## config.mk

```make
export PLATFORM = sky130hd
export DESIGN_NAME = ahb_lite_master
export DESIGN_NICKNAME = d
export VERILOG_FILES = /design/src/rtl/ahb_lite_master.sv
export SDC_FILE = /design/constraint.sdc
export NUM_CORES = 1
export LEC_CHECK = 0
export CORE_UTILIZATION = 46
export DETAILED_ROUTE_END_ITERATION = 6
export GPL_TIMING_DRIVEN = 0
export PLACE_DENSITY = 0.86
export SLEW_MARGIN = 10
export SYNTH_ARGS = -nofsm -noshare
export SYNTH_HDL_FRONTEND = slang
export SYNTH_SLANG_ARGS = --single-unit
```

## constraint.sdc

```tcl
create_clock -name HCLK -period 4.09 [get_ports HCLK]
set_clock_uncertainty 0.1 [all_clocks]
set_input_delay 0.409 -clock HCLK [delete_from_list [all_inputs] [get_ports HCLK]]
set_output_delay 0.409 -clock HCLK [all_outputs]
set_load 0.01 [all_outputs]
```

## src/rtl/ahb_lite_master.sv

```systemverilog
// Single-transfer AHB-Lite master: turns a valid/ready command stream into
// pipelined NONSEQ transfers and returns one in-order response per command.
module ahb_lite_master #(
    parameter bit CHECK_ALIGN = 1'b1
) (
    input  logic        HCLK,
    input  logic        HRESETn,

    input  logic        cmd_valid,
    output logic        cmd_ready,
    input  logic        cmd_write,
    input  logic [31:0] cmd_addr,
    input  logic [1:0]  cmd_size,
    input  logic [31:0] cmd_wdata,

    output logic        rsp_valid,
    output logic [31:0] rsp_rdata,
    output logic        rsp_err,
    output logic        busy,

    output logic [31:0] HADDR,
    output logic [1:0]  HTRANS,
    output logic        HWRITE,
    output logic [2:0]  HSIZE,
    output logic [2:0]  HBURST,
    output logic [3:0]  HPROT,
    output logic        HMASTLOCK,
    output logic [31:0] HWDATA,
    input  logic        HREADY,
    input  logic        HRESP,
    input  logic [31:0] HRDATA
);

    localparam logic [1:0] TRANS_IDLE    = 2'b00;
    localparam logic [1:0] TRANS_NONSEQ  = 2'b10;

    logic        a_valid;
    logic        a_write;
    logic        a_rej;
    logic [1:0]  a_size;
    logic [31:0] a_addr;
    logic [31:0] a_wdata;

    logic        d_valid;
    logic        d_write;
    logic        d_rej;

    logic [31:0] hwdata_q;
    logic        err_cancel;

    logic        cmd_rej;
    logic        accept;
    logic        a_advance;
    logic        d_done;

    // Rejected commands still occupy both slots as IDLE transfers so that
    // their responses stay in order with the real ones.
    always_comb begin
        cmd_rej = (cmd_size == 2'd3);
        if (CHECK_ALIGN) begin
            if ((cmd_size == 2'd1) && cmd_addr[0])
                cmd_rej = 1'b1;
            if ((cmd_size == 2'd2) && (cmd_addr[1:0] != 2'b00))
                cmd_rej = 1'b1;
        end
    end

    assign cmd_ready = (~a_valid | HREADY) & ~err_cancel;
    assign accept    = cmd_valid & cmd_ready;
    assign a_advance = a_valid & HREADY & ~err_cancel;
    assign d_done    = d_valid & HREADY;

    always_ff @(posedge HCLK or negedge HRESETn) begin
        if (!HRESETn) begin
            a_valid    <= 1'b0;
            a_write    <= 1'b0;
            a_rej      <= 1'b0;
            a_size     <= 2'b00;
            a_addr     <= 32'h0;
            a_wdata    <= 32'h0;
            d_valid    <= 1'b0;
            d_write    <= 1'b0;
            d_rej      <= 1'b0;
            hwdata_q   <= 32'h0;
            err_cancel <= 1'b0;
            rsp_valid  <= 1'b0;
            rsp_err    <= 1'b0;
            rsp_rdata  <= 32'h0;
        end else begin
            if (accept) begin
                a_valid <= 1'b1;
                a_write <= cmd_write;
                a_rej   <= cmd_rej;
                a_size  <= cmd_size;
                a_addr  <= cmd_addr;
                a_wdata <= cmd_wdata;
            end else if (a_advance) begin
                a_valid <= 1'b0;
            end

            if (a_advance) begin
                d_valid <= 1'b1;
                d_write <= a_write;
                d_rej   <= a_rej;
                if (a_write && !a_rej)
                    hwdata_q <= a_wdata;
            end else if (d_done) begin
                d_valid <= 1'b0;
            end

            rsp_valid <= d_done;
            rsp_err   <= d_done & (d_rej | HRESP);
            rsp_rdata <= (d_done && !d_rej && !d_write) ? HRDATA : 32'h0;

            // First ERROR cycle: pull the follower off the bus; it stays in A
            // and is re-issued once the error's second cycle completes.
            if (err_cancel) begin
                if (HREADY)
                    err_cancel <= 1'b0;
            end else if (d_valid && !d_rej && HRESP && !HREADY) begin
                err_cancel <= 1'b1;
            end
        end
    end

    assign HTRANS    = (a_valid && !a_rej && !err_cancel) ? TRANS_NONSEQ : TRANS_IDLE;
    assign HADDR     = a_addr;
    assign HWRITE    = a_write;
    assign HSIZE     = {1'b0, a_size};
    assign HWDATA    = hwdata_q;
    assign HBURST    = 3'b000;
    assign HPROT     = 4'b0011;
    assign HMASTLOCK = 1'b0;
    assign busy      = a_valid | d_valid;

endmodule
```

## Yosys cells after proc, flatten, opt, wreduce, memory -nomap -nowiden

Index checks and enable logic that the tools add are counted.

| operators by class | value |
|---|---|
| equal/unequal tests | 3 |
| multiplexer cells | 11 |
| bitwise logic cells | 11 |
| reductions and logical operators | 19 |

Operator list:

| operator | count |
|---|---|
| $mux 32 | 1 |
| $logic_and 1x1->1 | 10 |
| $mux 1 | 9 |
| $and 1x1->1 | 6 |
| $reduce_bool 2->1 | 3 |
| $logic_not 1->1 | 5 |
| $eq 2x2->1 const B | 2 |
| $or 1x1->1 | 3 |
| $eq 2x1->1 const B | 1 |
| $mux 2 | 1 |
| $not 1->1 | 2 |
| $reduce_and 2->1 | 1 |

| storage, ports and cells | value |
|---|---|
| flip-flop bits (word level) | 139 |
| input port bits | 104 |
| output and inout bits | 114 |
| logic and storage cells | 58 |

## Longest topological paths before layout

| logic depth | value |
|---|---|
| depth in word-level cells | 6 |
| mapped depth | 5 |
| mapped depth without buffers | 3 |

## Least setup slack after synthesis

Ideal clock, no wire load.

| path | value |
|---|---|
| path kind | reg2reg |
| from | register err_cancel |
| to | register hwdata_q[10], in the netlist HWDATA[10] |
| library setup time | 0.125 ns |
| data arrival time | 1.486 ns |
| data required time | 3.865 ns |
| path slack | 2.379 ns |
| stages on the path, launching flop included | 5 |
| period minus slack after synthesis | 1.711 ns |
| path through | dfrtp_1 nand3b_2 nor3b_4 buf_6 mux2_2 |

| between the ends | value |
|---|---|
| word-level cells in the longest chain between the ends | 3 |

RTL lines:

| element | RTL line | text |
|---|---|---|
| from (decl) | 49 | `logic err_cancel;` |
| from (signal assigned) | 85 | `err_cancel <= 1'b0;` |
| from (signal assigned) | 119 | `err_cancel <= 1'b0;` |
| from (signal assigned) | 121 | `err_cancel <= 1'b1;` |
| $not 1->1 | 70 | `assign a_advance = a_valid & HREADY & ~err_cancel;` |
| $and 1x1->1 | 70 |  |
| $reduce_and 2->1 (no source line) | n/a |  |
| to (signal assigned) | 106 | `hwdata_q <= a_wdata;` |
| to (decl) | 48 | `logic [31:0] hwdata_q;` |

Every way passes these cells.
A chain may end at the register's enable or synchronous reset.

## Worst setup path in the final report

| path | value |
|---|---|
| from | register err_cancel |
| to | output HTRANS[1] |

| between the ends | value |
|---|---|
| word-level cells in the longest chain between the ends | 3 |

RTL lines:

| element | RTL line | text |
|---|---|---|
| $logic_not 1->1 | 126 | `assign HTRANS = (a_valid && !a_rej && !err_cancel) ? TRANS_NONSEQ : TRANS_IDLE;` |
| $logic_and 1x1->1 | 126 |  |
| $mux 2 | 126 |  |
| to (decl) | 22 | `output logic [1:0] HTRANS,` |

Every way passes these cells.

==> metrics.md <==
| Metric | Value |
|---|---|
| Status | `finished, final reports clean` |
| CP Class | `register to output port` |
| Final hold viol count | `0` |
| Core Area | `between 10000 and 15000 um^2` |
| Die width | `108 um` |
| Rows | `38` |
| HP Start | `HRDATA[26]` |
| Antenna Nets Post-Route | `0` |
| FF-to-FF path depth | `5` |
| Layout cell share with drive strength beyond 1 | `a little over a quarter` |
| Die area | `~12000 um^2` |
| Rel. slew slack | `about half` |
| Worst EP required | `3580 ps` |
| LEAKAGE | `roughly 0.0035 uW` |
| Number of CTS-inserted buffers | `17` |
| Achievable Freq | `about 0.44 GHz` |
| Synth top area share | `between 60 and 70%` |
| Hold Path Class | `primary input to register` |
| Seq/Total Area, Yosys | `around 68%` |
| Overall global routing resource usage | `approximately 21%` |
| Via count | `between 3k and 4k` |
| Worst setup path start | `err_cancel` |
| Syn_area_per_cell | `between 15 and 20 um^2` |
| Maximum clock path buffer count | `2` |
| Area contributors post-synth | `dfrtp_1 (68%), mux2_2 (21%), and2_1 (3.9%)` |
| Crit path capture type | `output port` |
| Finished Layout Cells | `between 700 and 800` |
| Cell Pwr Density | `between 600 and 700 nW/um^2` |
| Grt ovf | `0` |
| CTS clk-pin slew, worst paths | `~60 ps` |
| Post-DP HPWL | `roughly 8600 um` |
| Drt via density | `between 4 and 5` |
| Port Buffers | `~210` |
| Clk_lat worst skew | `520 ps` |
| Drt first pass iters | `4` |
| Hold endpoint | `rsp_rdata[26]` |
| Routed wire length per instance | `between 15 and 20 um` |
| Worst Path Max Fanout | `6` |
| Critical Path AT | `~1800 ps` |
| First-pass GRT wire length | `approximately 18000 um` |
| RR Startpoint | `err_cancel` |
| WHS Path Cells | `2` |
| DR DRC count | `0` |
| Final Setup Violations | `0` |
| Routability Congestion | `0.740` |
| Placed cell count | `approximately 680` |
| Worst Max-Slew Pin Slew | `around 730 ps` |
| CTS HTree Levels | `4` |
| Fin crit period | `around 2300 ps` |
| Yosys reg bits | `around 140` |
| Instance count of the mapped netlist | `322` |
| Largest net degree at the start of global routing | `82` |
| FF-to-FF setup slack | `approximately 2100 ps` |
| # diodes | `0` |
| TritonCTS clock tree | `yes` |
| Commonest non-fill, non-tap cells in the layout | `clkdlybuf4s50_1 (206), dfrtp_1 (139), mux2_2 (96), and2_1 (32), clkbuf_16 (16)` |
| Peak supply drop | `0.308 mV` |
| Total wire length | `around 12000 um` |
| Max-slew violations | `0` |
| Startpoint types | `register` |
| Initial drt markers | `slightly below 100` |
| Root buf cell | `clkbuf_8` |
| Area of the mapped netlist | `5130 um^2` |
| Ys Warns | `0` |
| Vias in the first global route | `3710` |
| Count of cell types in the netlist | `23` |
| Layout Area Growth over Synthesis | `56.1%` |
| Die H | `108 um` |
| Fin util | `73.9%` |
| Clk sinks | `139` |
| Commonest non-fill, non-tap cell in the layout | `clkdlybuf4s50_1` |
| Num ports | `between 200 and 250` |
| Synth area leader | `dfrtp_1` |
| RSZ-0062 raised after global routing | `false` |
| Cts repair resizes | `0` |
| Initial antenna violation count | `0` |
| Tcrit/Tclk final | `between 50% and 60%` |
| Nets | `roughly 660` |
| Filler Cells Inserted | `slightly above 700` |
| Initial Utilization | `around 47%` |
| Max Cap Viol | `0` |
| R2r endpoint | `HADDR[5]` |
-- stage by stage --
stage                     setup WS (ps)  setup TNS, ps  hold slack [ps]  power, uW  instance area (um^2)
after floorplan                    2380              0             13.4       2590                  5160
after global routing               1700              0              324       5120                  8010
final                              1800              0              344       4870                  8010
after global placement            -2620        -363910              368       3390                  7410
after detailed placement           1560              0              377       3470                  7440
after CTS                          1770              0              326       4920                  8010
-- cell type report --
cell class	instances	area (um^2)	area share, %
clock buffer	24	470	5.87
buffer	23	163	2.03
inverter	4	15.0	0.188
clock inverter	7	90.1	1.13
sequential	139	3480	43.4
multi-input combinational	164	1510	18.8
tap	140	175	2.19
timing repair buffer	209	2110	26.4
-- timing repair --
item                                    4_1_cts  5_1_grt
hold buffers                                  1        0
endpoints found under the hold margin        80        0
endpoints found under the setup margin        0        0
setup buffers                                 0        0
-- registers in the layout (all words and copies together), names as in the netlist, 2 cells and up --
signal and cells:
HADDR 32, HWDATA 32, a_wdata 32, rsp_rdata 32
a_size 2
-- worst max-delay path, stage by stage (launching register included) --
cell and delay, ps:
dfrtp_1 430, nor3b_1 230, clkdlybuf4s50_1 610
-- worst max path at each step --
stage	slack [ps]	cells past startpoint	end
2_1_floorplan	2380	4	HWDATA[10]
3_3_place_gp	-2620	1	HWDATA[7]
3_5_place_dp	1560	6	HADDR[5]
4_1_cts	1770	3	cmd_ready
5_1_grt	1700	3	cmd_ready
6_report	1800	2	HTRANS[1]
-- logic make-up after synthesis --
family | count (synthesis) | synth area share (%)
flip-flops | 139 | 67.8
multiplexers | 101 | 22.2
AND/OR/NAND/NOR | 47 | 5.76
AO/OA/AOI/OAI | 6 | 0.683
other | 2 | 0.146
buffers and inverters | 27 | 3.46
-- synth_stat cells --
master,count
dfrtp_1,139
mux2_2,96
and2_1,32
buf_4,13
mux2_1,5
nor2_1,5
buf_2,4
inv_1,4
buf_6,3
clkbuf_1,3
o21ai_0,3
conb_1,2
nand2_1,2
nor3_1,2
a21oi_1,1
a31oi_1,1
nand2b_1,1
nand3b_2,1
nor2b_2,1
nor3b_1,1
nor3b_4,1
o41ai_1,1
or2_2,1
-- where the power goes --
part | total [uW] | switching, uW | internal [uW]
clock network | 1440 | 530 | 909
logic | 1450 | 516 | 931
registers | 1980 | 207 | 1770
-- per-layer routing --
layer	track usage, %	vias up	wire length, um
met5	0	-	0
li1	-	1544	-
met1	22.0	1658	4240
met2	38.6	138	6230
met3	8.47	27	856
met4	9.20	0	305
Power figures use the tool's default switching activity.
